## src/rtl/pcpu_run_ctrl_if.sv

```systemverilog
// Host/controller bundle for pcpu_run_ctrl: command pulses, program-load
// stream, instruction-memory write port, CPU control and status.
interface pcpu_run_ctrl_if #(
  parameter int IW = 16,
  parameter int AW = 8,
  parameter int CW = 32
);
  logic          cmd_load;
  logic          cmd_go;
  logic          cmd_abort;
  logic          ld_valid;
  logic          ld_ready;
  logic [IW-1:0] ld_data;
  logic          ld_last;
  logic          im_we;
  logic [AW-1:0] im_addr;
  logic [IW-1:0] im_data;
  logic          cpu_enable;
  logic          cpu_start;
  logic [IW-1:0] cpu_ir;
  logic          busy;
  logic          done;
  logic          timeout;
  logic          load_full;
  logic [AW:0]   words_loaded;
  logic [CW-1:0] cycles;

  // Host / driver side.
  modport master (
    output cmd_load, cmd_go, cmd_abort, ld_valid, ld_data, ld_last, cpu_ir,
    input  ld_ready, im_we, im_addr, im_data, cpu_enable, cpu_start,
           busy, done, timeout, load_full, words_loaded, cycles
  );

  // Run controller side.
  modport slave (
    input  cmd_load, cmd_go, cmd_abort, ld_valid, ld_data, ld_last, cpu_ir,
    output ld_ready, im_we, im_addr, im_data, cpu_enable, cpu_start,
           busy, done, timeout, load_full, words_loaded, cycles
  );
endinterface

```

## src/rtl/pcpu_run_ctrl.sv

```systemverilog
// Run controller for the pipelined CPU. Streams a program into instruction
// memory, then arms the CPU, pulses start, counts RUN cycles and stops on a
// HALT opcode in the decode stage or when the watchdog limit is reached.
// All outputs are registered and derived from the next state.
module pcpu_run_ctrl #(
  parameter int             IW        = 16,
  parameter int             AW        = 8,
  parameter int             OPW       = 5,
  parameter logic [OPW-1:0] HALT_OP   = 5'b00001,
  parameter int             ARM_CYC   = 2,
  parameter int             START_LEN = 1,
  parameter int             CW        = 32,
  parameter int             MAX_CYC   = 1000
) (
  input logic              clock,
  input logic              reset,
  pcpu_run_ctrl_if.slave   bus
);

  typedef enum logic [2:0] {
    S_IDLE, S_LOAD, S_ARM, S_START, S_RUN, S_DONE, S_TMO
  } state_t;

  localparam int PMAX = (ARM_CYC > START_LEN) ? ARM_CYC : START_LEN;
  localparam int PW   = $clog2(PMAX + 1);

  localparam logic [PW-1:0] ARM_LAST   = PW'(ARM_CYC - 1);
  localparam logic [PW-1:0] START_LAST = PW'(START_LEN - 1);
  localparam logic [AW:0]   LAST_ADDR  = {1'b0, {AW{1'b1}}};
  localparam logic [CW-1:0] MAX_CYC_W  = CW'(MAX_CYC);

  state_t        state_q, state_d;
  logic [PW-1:0] phase_q, phase_d;
  logic          ld_ready_q, ld_ready_d;
  logic          im_we_q, im_we_d;
  logic [AW-1:0] im_addr_q, im_addr_d;
  logic [IW-1:0] im_data_q, im_data_d;
  logic          cpu_enable_q, cpu_enable_d;
  logic          cpu_start_q, cpu_start_d;
  logic          busy_q, busy_d;
  logic          done_q, done_d;
  logic          timeout_q, timeout_d;
  logic          load_full_q, load_full_d;
  logic [AW:0]   words_loaded_q, words_loaded_d;
  logic [CW-1:0] cycles_q, cycles_d;

  logic          halt_seen;
  assign halt_seen = (bus.cpu_ir[IW-1 -: OPW] == HALT_OP);

  // Next-state, counter and registered-output computation.
  always_comb begin
    // NOTE: every signal gets a default before the case so no path leaves
    // one unassigned; that is what keeps this block from inferring latches.
    state_d        = state_q;
    phase_d        = phase_q;
    im_we_d        = 1'b0;
    im_addr_d      = im_addr_q;
    im_data_d      = im_data_q;
    done_d         = done_q;
    timeout_d      = timeout_q;
    load_full_d    = load_full_q;
    words_loaded_d = words_loaded_q;
    cycles_d       = cycles_q;

    if (bus.cmd_abort) begin
      state_d   = S_IDLE;
      done_d    = 1'b0;
      timeout_d = 1'b0;
    end else begin
      case (state_q)
        S_IDLE, S_DONE, S_TMO: begin
          if (bus.cmd_load) begin
            state_d        = S_LOAD;
            words_loaded_d = '0;
            load_full_d    = 1'b0;
            done_d         = 1'b0;
            timeout_d      = 1'b0;
          end else if (bus.cmd_go && (words_loaded_q != '0)) begin
            state_d   = S_ARM;
            phase_d   = '0;
            cycles_d  = '0;
            done_d    = 1'b0;
            timeout_d = 1'b0;
          end
        end
        S_LOAD: begin
          if (bus.ld_valid && ld_ready_q) begin
            im_we_d        = 1'b1;
            im_addr_d      = words_loaded_q[AW-1:0];
            im_data_d      = bus.ld_data;
            words_loaded_d = words_loaded_q + (AW+1)'(1);
            if (bus.ld_last) begin
              state_d = S_IDLE;
            end else if (words_loaded_q == LAST_ADDR) begin
              // Memory is full: stop here rather than wrap to address 0.
              state_d     = S_IDLE;
              load_full_d = 1'b1;
            end
          end
        end
        S_ARM: begin
          if (phase_q == ARM_LAST) begin
            state_d = S_START;
            phase_d = '0;
          end else begin
            phase_d = phase_q + PW'(1);
          end
        end
        S_START: begin
          if (phase_q == START_LAST) begin
            state_d  = S_RUN;
            phase_d  = '0;
            cycles_d = CW'(1);
          end else begin
            phase_d = phase_q + PW'(1);
          end
        end
        S_RUN: begin
          // HALT takes priority over the watchdog on the same cycle.
          if (halt_seen) begin
            state_d = S_DONE;
            done_d  = 1'b1;
          end else if (cycles_q == MAX_CYC_W) begin
            state_d   = S_TMO;
            timeout_d = 1'b1;
          end else begin
            cycles_d = cycles_q + CW'(1);
          end
        end
        default: state_d = S_IDLE;
      endcase
    end

    ld_ready_d   = (state_d == S_LOAD);
    cpu_start_d  = (state_d == S_START);
    cpu_enable_d = (state_d == S_ARM) || (state_d == S_START) || (state_d == S_RUN);
    busy_d       = cpu_enable_d || (state_d == S_LOAD);
  end

  // State and output registers.
  always_ff @(posedge clock or negedge reset) begin
    if (!reset) begin
      state_q        <= S_IDLE;
      phase_q        <= '0;
      ld_ready_q     <= 1'b0;
      im_we_q        <= 1'b0;
      im_addr_q      <= '0;
      im_data_q      <= '0;
      cpu_enable_q   <= 1'b0;
      cpu_start_q    <= 1'b0;
      busy_q         <= 1'b0;
      done_q         <= 1'b0;
      timeout_q      <= 1'b0;
      load_full_q    <= 1'b0;
      words_loaded_q <= '0;
      cycles_q       <= '0;
    end else begin
      // NOTE: non-blocking assignments so every register updates from the
      // values present before the edge, independent of statement order.
      state_q        <= state_d;
      phase_q        <= phase_d;
      ld_ready_q     <= ld_ready_d;
      im_we_q        <= im_we_d;
      im_addr_q      <= im_addr_d;
      im_data_q      <= im_data_d;
      cpu_enable_q   <= cpu_enable_d;
      cpu_start_q    <= cpu_start_d;
      busy_q         <= busy_d;
      done_q         <= done_d;
      timeout_q      <= timeout_d;
      load_full_q    <= load_full_d;
      words_loaded_q <= words_loaded_d;
      cycles_q       <= cycles_d;
    end
  end

  assign bus.ld_ready     = ld_ready_q;
  assign bus.im_we        = im_we_q;
  assign bus.im_addr      = im_addr_q;
  assign bus.im_data      = im_data_q;
  assign bus.cpu_enable   = cpu_enable_q;
  assign bus.cpu_start    = cpu_start_q;
  assign bus.busy         = busy_q;
  assign bus.done         = done_q;
  assign bus.timeout      = timeout_q;
  assign bus.load_full    = load_full_q;
  assign bus.words_loaded = words_loaded_q;
  assign bus.cycles       = cycles_q;

endmodule
```

## src/flat_wrapper.sv

```systemverilog
// flat-port wrapper written by rule: the top's interface ports become plain ports
module pcpu_run_ctrl_flat 
#(
  parameter int             IW        = 16,
  parameter int             AW        = 8,
  parameter int             OPW       = 5,
  parameter logic [OPW-1:0] HALT_OP   = 5'b00001,
  parameter int             ARM_CYC   = 2,
  parameter int             START_LEN = 1,
  parameter int             CW        = 32,
  parameter int             MAX_CYC   = 1000
)
  (clock, reset, bus_cmd_load, bus_cmd_go, bus_cmd_abort, bus_ld_valid, bus_ld_data, bus_ld_last, bus_cpu_ir, bus_ld_ready, bus_im_we, bus_im_addr, bus_im_data, bus_cpu_enable, bus_cpu_start, bus_busy, bus_done, bus_timeout, bus_load_full, bus_words_loaded, bus_cycles);
  pcpu_run_ctrl_if #(.IW(IW), .AW(AW), .CW(CW)) bus_i ();
  input logic clock;
  input logic reset;
  input wire logic [$bits(bus_i.cmd_load)-1:0] bus_cmd_load;
  input wire logic [$bits(bus_i.cmd_go)-1:0] bus_cmd_go;
  input wire logic [$bits(bus_i.cmd_abort)-1:0] bus_cmd_abort;
  input wire logic [$bits(bus_i.ld_valid)-1:0] bus_ld_valid;
  input wire logic [$bits(bus_i.ld_data)-1:0] bus_ld_data;
  input wire logic [$bits(bus_i.ld_last)-1:0] bus_ld_last;
  input wire logic [$bits(bus_i.cpu_ir)-1:0] bus_cpu_ir;
  output wire logic [$bits(bus_i.ld_ready)-1:0] bus_ld_ready;
  output wire logic [$bits(bus_i.im_we)-1:0] bus_im_we;
  output wire logic [$bits(bus_i.im_addr)-1:0] bus_im_addr;
  output wire logic [$bits(bus_i.im_data)-1:0] bus_im_data;
  output wire logic [$bits(bus_i.cpu_enable)-1:0] bus_cpu_enable;
  output wire logic [$bits(bus_i.cpu_start)-1:0] bus_cpu_start;
  output wire logic [$bits(bus_i.busy)-1:0] bus_busy;
  output wire logic [$bits(bus_i.done)-1:0] bus_done;
  output wire logic [$bits(bus_i.timeout)-1:0] bus_timeout;
  output wire logic [$bits(bus_i.load_full)-1:0] bus_load_full;
  output wire logic [$bits(bus_i.words_loaded)-1:0] bus_words_loaded;
  output wire logic [$bits(bus_i.cycles)-1:0] bus_cycles;
  assign bus_i.cmd_load = bus_cmd_load;
  assign bus_i.cmd_go = bus_cmd_go;
  assign bus_i.cmd_abort = bus_cmd_abort;
  assign bus_i.ld_valid = bus_ld_valid;
  assign bus_i.ld_data = bus_ld_data;
  assign bus_i.ld_last = bus_ld_last;
  assign bus_i.cpu_ir = bus_cpu_ir;
  assign bus_ld_ready = bus_i.ld_ready;
  assign bus_im_we = bus_i.im_we;
  assign bus_im_addr = bus_i.im_addr;
  assign bus_im_data = bus_i.im_data;
  assign bus_cpu_enable = bus_i.cpu_enable;
  assign bus_cpu_start = bus_i.cpu_start;
  assign bus_busy = bus_i.busy;
  assign bus_done = bus_i.done;
  assign bus_timeout = bus_i.timeout;
  assign bus_load_full = bus_i.load_full;
  assign bus_words_loaded = bus_i.words_loaded;
  assign bus_cycles = bus_i.cycles;
  pcpu_run_ctrl #(.IW(IW), .AW(AW), .OPW(OPW), .HALT_OP(HALT_OP), .ARM_CYC(ARM_CYC), .START_LEN(START_LEN), .CW(CW), .MAX_CYC(MAX_CYC)) u_core (.clock(clock), .reset(reset), .bus(bus_i));
endmodule
```

## config.mk

```make
export PLATFORM = sky130hd
export DESIGN_NAME = pcpu_run_ctrl_flat
export DESIGN_NICKNAME = d
export VERILOG_FILES = /design/src/rtl/pcpu_run_ctrl_if.sv /design/src/rtl/pcpu_run_ctrl.sv /design/src/flat_wrapper.sv
export SDC_FILE = /design/constraint.sdc
export NUM_CORES = 1
export LEC_CHECK = 0
export BUFFER_PORTS_ARGS = -buffer_cell sky130_fd_sc_hd__buf_2
export CAP_MARGIN = 25
export CORE_MARGIN = 5
export CORE_UTILIZATION = 49
export CTS_CLUSTER_SIZE = 16
export DETAILED_ROUTE_END_ITERATION = 8
export MAX_ROUTING_LAYER = met4
export PLACE_DENSITY = 0.82
export SETUP_SLACK_MARGIN = 0.1
export SYNTH_ARGS = -nofsm -noshare
export SYNTH_HDL_FRONTEND = slang
export SYNTH_SLANG_ARGS = --single-unit
```

## constraint.sdc

```tcl
create_clock -name clock -period 5.4 [get_ports clock]
set_input_delay 0.27 -clock clock [delete_from_list [all_inputs] [get_ports clock]]
set_output_delay 0.27 -clock clock [all_outputs]
set_load 0.005 [all_outputs]
```

==> flow_summary.ini <==
[final_layout]
final_area_um2 = 4980
n_fill_cell = 692
n_antenna_cell = 0
fin_cells = 620
area_growth_pct = 20.1
nNetsFinal = 558
final_core_util_pct = 60.6
layout-drive-gt1-share_pct = 32.2

[timing]
whs_ns = 0.153
fmax_mhz = 332
slew_headroom_pct = 47.3
worstMarginPinSlew_ns = 0.789
period_share_pct = 55.8
fin_skew_ns = 0.00833
hold_violations = 0
rsz0062_at_grt = no
finalSetupViolations = 0
slew_viol_final = 0
fin_ws_ns = 2.39
min_period_ns = 3.01
tns_ns = 0

[floorplan]
die_w_um = 102
dieArea_um2 = 10400
core_area_um2 = 8220
rows = 33
pin_count = 112
start_util_pct = 50.5
die_h_um = 102

[synthesis]
syn_area_um2 = 4150
synth_area_leaders = dfrtp_1, mux2_2, nor2_1
synth_ff_type = dfrtp_1
yosysSeqAreaShare_pct = 47.1
synth_edf_count = 0
synth_top_area_share_pct = 47.1
synthArstFlopShare_pct = 100
yosys.area.top_type = dfrtp_1
synthCells = 411
synth.distinct_cells = 59
postSynthAreaPerCell_um2 = 10.1
yosysWarnings = 0
ys_ff_latch = 78
syn_nets = 459

[pwr]
p_leak_nw = 2.47
comb_power_share_pct = 23.0
power.density_nw_per_um2 = 316
p_sw_share_pct = 30.4
intPower_mw = 1.09
p_switching_mw = 0.479
clkPwrFrac_pct = 31.0
power.share.sequential_pct = 46.0
p_total_mw = 1.57
peakVddDrop_uv = 219

[routing]
vias = 3680
top_layer_used = met4
met2_length_mm = 5.24
wl_met3_um = 771
routed_wl_mm = 10.5
routedLengthMet1_mm = 4.35
wl_per_cell_um = 17.0
first_iter_violations = 181
drt-vias-per-instance = 5.94
drc = 0
ant_nets = 0
drt_first_pass_iters = 5

[place]
dp_slack_ns = 2.40
dp.cells = 602
gp_congestion = 0.878
hpwlAfterDp_mm = 7.45
dpl_cell_area_um2 = 4720
portBuffers = 100

[critical_path]
crit_path_start = u_core.state_q[0]
critPathArrivalTime_ns = 3.22
end_kind = flip-flop
critPathMaxFanout = 18
reg2reg_setup_slack_ns = 2.39
r2r-start = u_core.state_q[0]
critPathRequiredTime_ns = 5.60
path_class = flip-flop to flip-flop
critPathLaunchType = flip-flop

[min_path]
worstHoldPathType = input pin to flip-flop
holdCritStartpoint = bus_ld_data[0]

[clock_network]
clkTransAtPathRegs_ns = 0.08
clockBufferDepth = 2
cts_setup_buffers = 0
cts_made_buffers = 9
root_buffer = clkbuf_8
htree_levels = 3
clock_sinks = 78
insertion_delay_ns = 0.35
tritoncts = done

[outcome]
status = finished clean

[grt]
grt_pass1_wl_mm = 17.5
overflow = 0
track_usage_pct = 21.8
grt_pass1_vias = 3607
antenna_found_initial = 0
grt_max_degree = 79

[run]
drv_cap = 0
==> cell type report <==
type | count | area (um^2) | area share, %
Inverter | 16 | 60.1 | 1.21
Clock inverter | 7 | 98.8 | 1.99
Clock buffer | 9 | 124 | 2.49
Multi-Input combinational cell | 302 | 2060 | 41.5
Tap cell | 105 | 131 | 2.64
Sequential cell | 78 | 1950 | 39.2
Timing Repair Buffer | 103 | 548 | 11.0
==> cells in the mapped netlist (3+ instances only) <==
cell / n
a21o_1: 4
a21oi_1: 18
a31oi_1: 9
and2_1: 7
and3_1: 12
and4_1: 5
buf_2: 13
dfrtp_1: 78
ha_1: 9
inv_1: 15
mux2_2: 24
nand2_1: 23
nand3_1: 20
nand4_1: 15
nor2_1: 37
nor3_1: 5
nor4_1: 5
o21ai_0: 21
o21ai_1: 16
o31ai_1: 10
o41ai_1: 6
or3_1: 3
xor2_1: 9
==> placed cells by master, fill, tap and decap left out, drive strengths merged, types with 2 or more instances in the layout <==
cell type	n
nand4	16
or3	3
or4b	2
mux2	26
and4	5
clkbuf	9
clkinvlp	4
nand3	20
xnor2	2
nor2b	2
o21ai	38
nor4	6
buf	102
dfrtp	78
a311oi	2
and2	7
inv	16
nor4b	2
xor2	9
a211o	2
a31oi	10
ha	9
o31ai	10
nor3	7
o211ai	3
o41ai	7
nor2	39
and3	14
a21oi	20
nand2	24
a21o	4
bufinv	2
nand2b	2
==> power groups by stage <==
stage / Sequential, mW / Combinational [mW] / Clock [mW]
CTS: 0.723 / 0.363 / 0.501
global placement: 0.727 / 0.349 / 0
floorplan: 0.726 / 0.218 / 0
global route: 0.736 / 0.403 / 0.528
finish: 0.723 / 0.362 / 0.488
detailed placement: 0.735 / 0.361 / 0
==> logic make-up (layout without fill, tap and decap cells) <==
family	count (synthesis)	in the layout	synth area share, %
and+or+nand+nor	154	154	20.7
AOI/OAI and AO/OA	101	101	16.7
muxes	27	27	7.30
adders and majority gates	9	9	2.72
xor gates and xnor gates	11	11	2.32
DFF	78	78	47.1
buffers and inverters	31	135	3.20
==> worst max-delay path, cell delays in order, from the launching register on <==
cell and delay [ns]:
dfrtp_1 0.73, nand2b_1 0.26, o41ai_2 0.10, a21oi_2 0.57, nand2_2 0.40, nor2_1 0.70
nor2_1 0.11
==> sequential cells by signal, indices dropped and copies added (netlist names), 2 cells and up <==
register                 flops
u_core.bus.im_addr           8
u_core.bus.cycles           32
u_core.phase_q               2
u_core.bus.words_loaded      9
u_core.state_q               3
u_core.bus.im_data          16
==> layer usage <==
| layer | global-route usage, % | up-vias |
|---|---|---|
| li1 | - | 1718 |
| met1 | 27.5 | 1777 |
| met2 | 34.3 | 167 |
| met3 | 5.94 | 18 |
| met4 | 6.56 | 0 |
| met5 | - | - |
==> worst paths after layout <==
kind | to | cells past startpoint
max reg2reg | u_core.bus.cycles[12] | 6
min in group asynchronous | u_core.bus.cycles[7] | 2
max | u_core.bus.cycles[12] | 6
max in group asynchronous | u_core.bus.cpu_start | 3
min | u_core.bus.im_data[0] | 2
min reg2reg | u_core.bus.im_data[0] | 1
==> what timing repair did <==
| item | in CTS | in global routing |
|---|---|---|
| hold buffers | 0 | 1 |
| hold endpoints to repair | 0 | 9 |
| resized for setup | 0 | 0 |
(Power assumes the default switching activity.)
